<file path="src/rtl/led_pkg.sv">
// led_mux_pwm shared definitions: output level codes, slot length
// helper, phase encoding and the row slice macro for flat frames.
`ifndef LED_PKG_SV
`define LED_PKG_SV

`define LED_ROW(vec, r, w) vec[(r)*(w) +: (w)]

package led_pkg;

  localparam bit LVL_ACTIVE_HIGH = 1'b0;
  localparam bit LVL_ACTIVE_LOW  = 1'b1;

  typedef enum logic {
    PH_BLANK  = 1'b0,
    PH_ACTIVE = 1'b1
  } phase_e;

  function automatic int slot_len(
    input int blank,
    input int prescale,
    input int pwm_bits
  );
    return blank + prescale * (1 << pwm_bits);
  endfunction

endpackage

`endif

</file>
<file path="src/rtl/led_scan_timer.sv">
// Row scan timing: blank/active phase FSM, prescaler, pwm counter, row.
// Ports: clk, rst_n; row_o, active_o, pwm_cnt_o, slot_first_o, commit_o.
module led_scan_timer
  import led_pkg::*;
#(
  parameter int NUM_ROWS       = 4,
  parameter int NUM_ROWS_WIDTH = 2,
  parameter int PWM_BITS       = 4,
  parameter int PWM_PRESCALE   = 16,
  parameter int PRESCALE_WIDTH = 4,
  parameter int BLANK_CYCLES   = 8,
  parameter int BLANK_WIDTH    = 3
) (
  input  logic                      clk,
  input  logic                      rst_n,
  output logic [NUM_ROWS_WIDTH-1:0] row_o,
  output logic                      active_o,
  output logic [PWM_BITS-1:0]       pwm_cnt_o,
  output logic                      slot_first_o,
  output logic                      commit_o
);

  localparam logic [BLANK_WIDTH-1:0] BLANK_LAST =
    BLANK_WIDTH'(BLANK_CYCLES - 1);
  localparam logic [PRESCALE_WIDTH-1:0] PRE_LAST =
    PRESCALE_WIDTH'(PWM_PRESCALE - 1);
  localparam logic [PWM_BITS-1:0] PWM_LAST = {PWM_BITS{1'b1}};
  localparam logic [NUM_ROWS_WIDTH-1:0] ROW_LAST =
    NUM_ROWS_WIDTH'(NUM_ROWS - 1);

  phase_e                    phase_q, phase_d;
  logic [BLANK_WIDTH-1:0]    blank_cnt_q, blank_cnt_d;
  logic [PRESCALE_WIDTH-1:0] pre_cnt_q, pre_cnt_d;
  logic [PWM_BITS-1:0]       pwm_cnt_q, pwm_cnt_d;
  logic [NUM_ROWS_WIDTH-1:0] row_q, row_d;

  logic tick_end;
  logic slot_end;

  assign tick_end = (pre_cnt_q == PRE_LAST);
  assign slot_end = (phase_q == PH_ACTIVE) && tick_end &&
                    (pwm_cnt_q == PWM_LAST);

  always_comb begin
    phase_d     = phase_q;
    blank_cnt_d = blank_cnt_q;
    pre_cnt_d   = pre_cnt_q;
    pwm_cnt_d   = pwm_cnt_q;
    row_d       = row_q;
    unique case (phase_q)
      PH_BLANK: begin
        if (blank_cnt_q == BLANK_LAST) begin
          blank_cnt_d = '0;
          phase_d     = PH_ACTIVE;
        end else begin
          blank_cnt_d = blank_cnt_q + 1'b1;
        end
      end
      PH_ACTIVE: begin
        if (tick_end) begin
          pre_cnt_d = '0;
          if (pwm_cnt_q == PWM_LAST) begin
            pwm_cnt_d = '0;
            phase_d   = PH_BLANK;
            row_d     = (row_q == ROW_LAST) ? '0 : row_q + 1'b1;
          end else begin
            pwm_cnt_d = pwm_cnt_q + 1'b1;
          end
        end else begin
          pre_cnt_d = pre_cnt_q + 1'b1;
        end
      end
      default: phase_d = PH_BLANK;
    endcase
  end

  always_ff @(posedge clk or negedge rst_n) begin
    if (!rst_n) begin
      phase_q     <= PH_BLANK;
      blank_cnt_q <= '0;
      pre_cnt_q   <= '0;
      pwm_cnt_q   <= '0;
      row_q       <= '0;
    end else begin
      phase_q     <= phase_d;
      blank_cnt_q <= blank_cnt_d;
      pre_cnt_q   <= pre_cnt_d;
      pwm_cnt_q   <= pwm_cnt_d;
      row_q       <= row_d;
    end
  end

  assign row_o        = row_q;
  assign active_o     = (phase_q == PH_ACTIVE);
  assign pwm_cnt_o    = pwm_cnt_q;
  assign slot_first_o = (phase_q == PH_BLANK) && (blank_cnt_q == '0);
  assign commit_o     = slot_end && (row_q == ROW_LAST);

endmodule

</file>
<file path="src/rtl/led_mux_pwm.sv">
// Row-multiplexed LED driver: double-buffered frame, PWM, blanking.
// Ports: clk, i_rst_n, i_enable, i_brightness, i_load, i_frame; o_pending, o_frame_start, o_cols, o_rows.
module led_mux_pwm
  import led_pkg::*;
#(
  parameter int NUM_ROWS              = 4,
  parameter int NUM_ROWS_WIDTH        = 2,
  parameter int NUM_COLS              = 8,
  parameter int PWM_BITS              = 4,
  parameter int PWM_PRESCALE          = 16,
  parameter int PRESCALE_WIDTH        = 4,
  parameter int BLANK_CYCLES          = 8,
  parameter int BLANK_WIDTH           = 3,
  parameter bit ROW_OUTPUT_ACTIVE_LOW = LVL_ACTIVE_HIGH,
  parameter bit COL_OUTPUT_ACTIVE_LOW = LVL_ACTIVE_HIGH
) (
  input  logic                         clk,
  input  logic                         i_rst_n,
  input  logic                         i_enable,
  input  logic [PWM_BITS-1:0]          i_brightness,
  input  logic                         i_load,
  input  logic [NUM_ROWS*NUM_COLS-1:0] i_frame,
  output logic                         o_pending,
  output logic                         o_frame_start,
  output logic [NUM_COLS-1:0]          o_cols,
  output logic [NUM_ROWS-1:0]          o_rows
);

  localparam int FRAME_BITS = NUM_ROWS * NUM_COLS;

  logic [NUM_ROWS_WIDTH-1:0] row;
  logic                      active;
  logic [PWM_BITS-1:0]       pwm_cnt;
  logic                      slot_first;
  logic                      commit;

  logic [FRAME_BITS-1:0] display_q, display_d;
  logic [FRAME_BITS-1:0] pend_buf_q, pend_buf_d;
  logic                  pending_q, pending_d;
  logic [PWM_BITS-1:0]   duty_q, duty_d;
  logic [NUM_COLS-1:0]   cols_q, cols_d;
  logic [NUM_ROWS-1:0]   rows_q, rows_d;
  logic                  frame_start_q, frame_start_d;
  logic [NUM_COLS-1:0]   row_bits;

  led_scan_timer #(
    .NUM_ROWS       (NUM_ROWS),
    .NUM_ROWS_WIDTH (NUM_ROWS_WIDTH),
    .PWM_BITS       (PWM_BITS),
    .PWM_PRESCALE   (PWM_PRESCALE),
    .PRESCALE_WIDTH (PRESCALE_WIDTH),
    .BLANK_CYCLES   (BLANK_CYCLES),
    .BLANK_WIDTH    (BLANK_WIDTH)
  ) u_timer (
    .clk          (clk),
    .rst_n        (i_rst_n),
    .row_o        (row),
    .active_o     (active),
    .pwm_cnt_o    (pwm_cnt),
    .slot_first_o (slot_first),
    .commit_o     (commit)
  );

  assign row_bits = `LED_ROW(display_q, row, NUM_COLS);

  // A load on the commit cycle bypasses pending straight to display.
  always_comb begin
    pend_buf_d = pend_buf_q;
    pending_d  = pending_q;
    display_d  = display_q;
    if (i_load) pend_buf_d = i_frame;
    if (commit) begin
      pending_d = 1'b0;
      if (i_load) display_d = i_frame;
      else if (pending_q) display_d = pend_buf_q;
    end else if (i_load) begin
      pending_d = 1'b1;
    end
  end

  always_comb begin
    duty_d        = slot_first ? i_brightness : duty_q;
    cols_d        = '0;
    rows_d        = '0;
    frame_start_d = slot_first && (row == '0);
    if (i_enable && active) begin
      rows_d = NUM_ROWS'(1) << row;
      if (pwm_cnt < duty_q) cols_d = row_bits;
    end
  end

  always_ff @(posedge clk or negedge i_rst_n) begin
    if (!i_rst_n) begin
      display_q     <= '0;
      pend_buf_q    <= '0;
      pending_q     <= 1'b0;
      duty_q        <= '0;
      cols_q        <= '0;
      rows_q        <= '0;
      frame_start_q <= 1'b0;
    end else begin
      display_q     <= display_d;
      pend_buf_q    <= pend_buf_d;
      pending_q     <= pending_d;
      duty_q        <= duty_d;
      cols_q        <= cols_d;
      rows_q        <= rows_d;
      frame_start_q <= frame_start_d;
    end
  end

  assign o_pending     = pending_q;
  assign o_frame_start = frame_start_q;
  assign o_cols        = cols_q ^ {NUM_COLS{COL_OUTPUT_ACTIVE_LOW}};
  assign o_rows        = rows_q ^ {NUM_ROWS{ROW_OUTPUT_ACTIVE_LOW}};

endmodule

</file>
<file path="config.mk">
export PLATFORM = sky130hd
export DESIGN_NAME = led_mux_pwm
export DESIGN_NICKNAME = d
export VERILOG_FILES = /design/src/rtl/led_pkg.sv /design/src/rtl/led_scan_timer.sv /design/src/rtl/led_mux_pwm.sv
export SDC_FILE = /design/constraint.sdc
export NUM_CORES = 1
export LEC_CHECK = 0
export CAP_MARGIN = 20
export CORE_ASPECT_RATIO = 0.9
export CORE_MARGIN = 3
export CORE_UTILIZATION = 54
export CTS_CLUSTER_DIAMETER = 200
export DETAILED_ROUTE_END_ITERATION = 8
export GPL_TIMING_DRIVEN = 1
export PLACE_DENSITY = 0.83
export SYNTH_ARGS = -nofsm -noshare
export SYNTH_HDL_FRONTEND = slang
export SYNTH_SLANG_ARGS = --single-unit
</file>
<file path="constraint.sdc">
create_clock -name clk -period 2.7 [get_ports clk]
set_clock_uncertainty 0.1 [all_clocks]
set_input_delay 0.54 -clock clk [delete_from_list [all_inputs] [get_ports clk]]
set_output_delay 0.54 -clock clk [all_outputs]
set_load 0.01 [all_outputs]
</file>
==> results.md <==
- Detail Route Antenna Nets: 0
- R2R Path End: display_q[2]
- Pint: 1940 uW
- Clk buf depth: 2
- Largest net degree at the start of global routing: 43
- Synth top area cells: dfrtp_1, mux2_2, mux4_2
- Post-synthesis cell type count: 30
- Clock network latency to the later pin of the worst-skew pair: 0.35 ns
- CP Capture Type: register
- Tightest Pin Transition: 0.629 ns
- CTS Sinks: 96
- Diode count: 0
- P per Cell Area: 511 mW/mm2
- Period utilization: 0.808
- DRT iter0 DRCs: 85
- Cts repair resizes: 0
- Final Wtd Congestion: 0.821
- Peak supply drop: 262 uV
- 1st-pass router iterations: 4
- Fin util: 0.676
- Reg2Reg Depth: 4
- CTS buffer count: 9
- Placed insts: 416
- Proportion of netlist area held by the largest area contributor: 0.597
- Detail Placement HPWL: 4910 um
- GRT Util Overall: 0.178
- Leakage: 0.00215 uW
- Total overflow reported by the global router: 0
- FFs w/ async S/R, synth: 1.00
- Post-synth EDFFs: 0
- # hold bufs at CTS: 0
- Post-synthesis instance total: 273
- Psw: 530 uW
- Max-slew violation count: 0
- Cell Rows: 29
- Die ar.: 0.00852 mm2
- Post-synth top flop: dfrtp_1
- Crit Path Class: register to register
- Root buf cell: clkbuf_8
- Post-synthesis sequential area ratio: 0.597
- Register share of total power: 0.607
- CTS clk-pin slew, worst paths: 0.09 ns
- Drt total wl: 7000 um
- Syn Nets: 325
- Synth warnings: 0
- Final number of setup-violating endpoints: 0
- Final net count: 386
- Max-Cap Viols: 0
- RSZ-0062 raised after global routing: no
- Port Buffers: 53
- Status: finished, final reports clean
- Synthesized area per cell: 14.7 um2
- Crit Path Max Fanout: 32
- Most frequent cell after synthesis: dfrtp_1
- Startpoint types: register
- DRC: 0
- Starting density of the core: 0.563
- Largest area contributor in the netlist: dfrtp_1
- FF-to-FF Start: u_timer.active_o
- Antenna violations before repair: 0
- Layout cells sized above 1: 0.297
- Net Sw Frac: 0.215
- # IOs: 54
- Post-route insts no fill: 430
- DR vias/cell: 5.42
- Vias in the first global route: 2438
- Syn Std Cell Area: 0.00402 mm2
- Worst Hold Class: input port to async pin
- Core area: 0.00715 mm2
- Slew Limit Headroom: 0.581
- Htree depth: 3
- Final Cell Area: 0.00483 mm2
- Die height: 87.9 um
- Wire per inst: 16.3 um
- Fmax: 0.459 GHz
- Total number of vias: 2330
- Reg-to-reg slack, setup: 0.52 ns
- Syn-to-layout area delta: 20.2%
- Comb pwr share: 0.074
- Final hold viol count: 0
- Crit path required time: 2.83 ns
- Most frequent cells after synthesis: dfrtp_1, mux2_2, inv_1
- Post-CTS setup buffer count: 0
- Placed Area: 0.00468 mm2
- First-pass GRT wire length: 11800 um
- Die W: 97.0 um
- Worst Path Arrival: 2.31 ns
- Tmin final: 2.18 ns
- #FFs+latches synth: 96
- Power share of the clock group: 0.319
- Setup_tns: 0 ns
- CTS tree: done
[layout make-up]
cell class | count | area [um2]
clock inverters | 1 | 5.00
fillers | 504 | 2310
flip-flops and latches | 96 | 2400
multi-input cells | 149 | 1480
well taps | 93 | 116
inverters | 17 | 63.8
clock buffers | 13 | 149
repair buffers | 61 | 613
[worst max path at each step]
stage / from / endpoint / slack (ns) / cells after the start
2_1_floorplan: i_load / display_q[10] / 0.74 / 5
3_3_place_gp: i_load / display_q[29] / 0.41 / 5
3_5_place_dp: i_load / display_q[17] / 0.36 / 5
4_1_cts: u_timer.active_o / display_q[5] / 0.53 / 4
5_1_grt: u_timer.active_o / display_q[6] / 0.41 / 4
6_report: u_timer.active_o / display_q[2] / 0.52 / 4
[flip-flops by register name, indices dropped and copies added, names as in the netlist]
| register | flops |
|---|---|
| display_q | 32 |
| pend_buf_q | 32 |
| o_cols | 8 |
| duty_q | 4 |
| o_rows | 4 |
| u_timer.pre_cnt_q | 4 |
| u_timer.pwm_cnt_o | 4 |
| u_timer.blank_cnt_q | 3 |
| u_timer.row_o | 2 |
| o_frame_start | 1 |
| o_pending | 1 |
| u_timer.active_o | 1 |
[power by group through the flow]
stage	Sequential [uW]	Combinational (uW)	Clock [uW]
finish	1500	183	789
global route	1510	203	861
CTS	1500	188	809
detailed placement	1530	187	0
global placement	1530	183	0
floorplan	1520	76.9	0
[cell families after synthesis]
logic type | Yosys count | synth area share
compound gates | 24 | 0.0376
xor+xnor | 2 | 0.00436
fa+ha+maj | 12 | 0.0373
buf+inv | 28 | 0.0339
flops | 96 | 0.597
mux | 77 | 0.238
simple gates | 34 | 0.0516
[worst max-delay path: stages (launching register included)]
cell,delay (ns)
dfrtp_1,0.75
nand4_4,0.23
nor4b_4,0.37
buf_12,0.25
mux2_2,0.36
[routing by layer]
metal / global-route usage / share of wire / vias to the layer above
met5: 0 / 0 / -
met4: 0.0931 / 0.022 / 0
met3: 0.0295 / 0.044 / 15
met2: 0.298 / 0.48 / 67
met1: 0.229 / 0.45 / 1164
li1: - / - / 1084
[per-stage QoR]
| step | power, uW | hold WS (ns) | setup WS, ns |
|---|---|---|---|
| global placement | 1710 | 0.377 | 0.405 |
| floorplan | 1600 | 0.144 | 0.739 |
| global route | 2570 | 0.0630 | 0.409 |
| detailed placement | 1720 | 0.381 | 0.356 |
| finish | 2470 | 0.0337 | 0.519 |
| CTS | 2500 | 0.0399 | 0.531 |
[cells in the final DEF, fill, tap and decap left out, types with 2 or more instances in the layout]
master,instances
ha_1,12
and3_1,4
dfrtp_1,96
nand3_1,3
clkdlybuf4s50_1,52
clkbuf_8,10
clkbuf_1,3
a21oi_1,3
nand2_1,12
buf_12,2
nor2_1,4
o21ai_0,9
xnor2_1,2
nand4_1,2
inv_1,17
a211oi_1,8
nand2b_1,2
mux4_2,8
mux2_2,69
buf_4,7
Power figures use the tool's default switching activity.
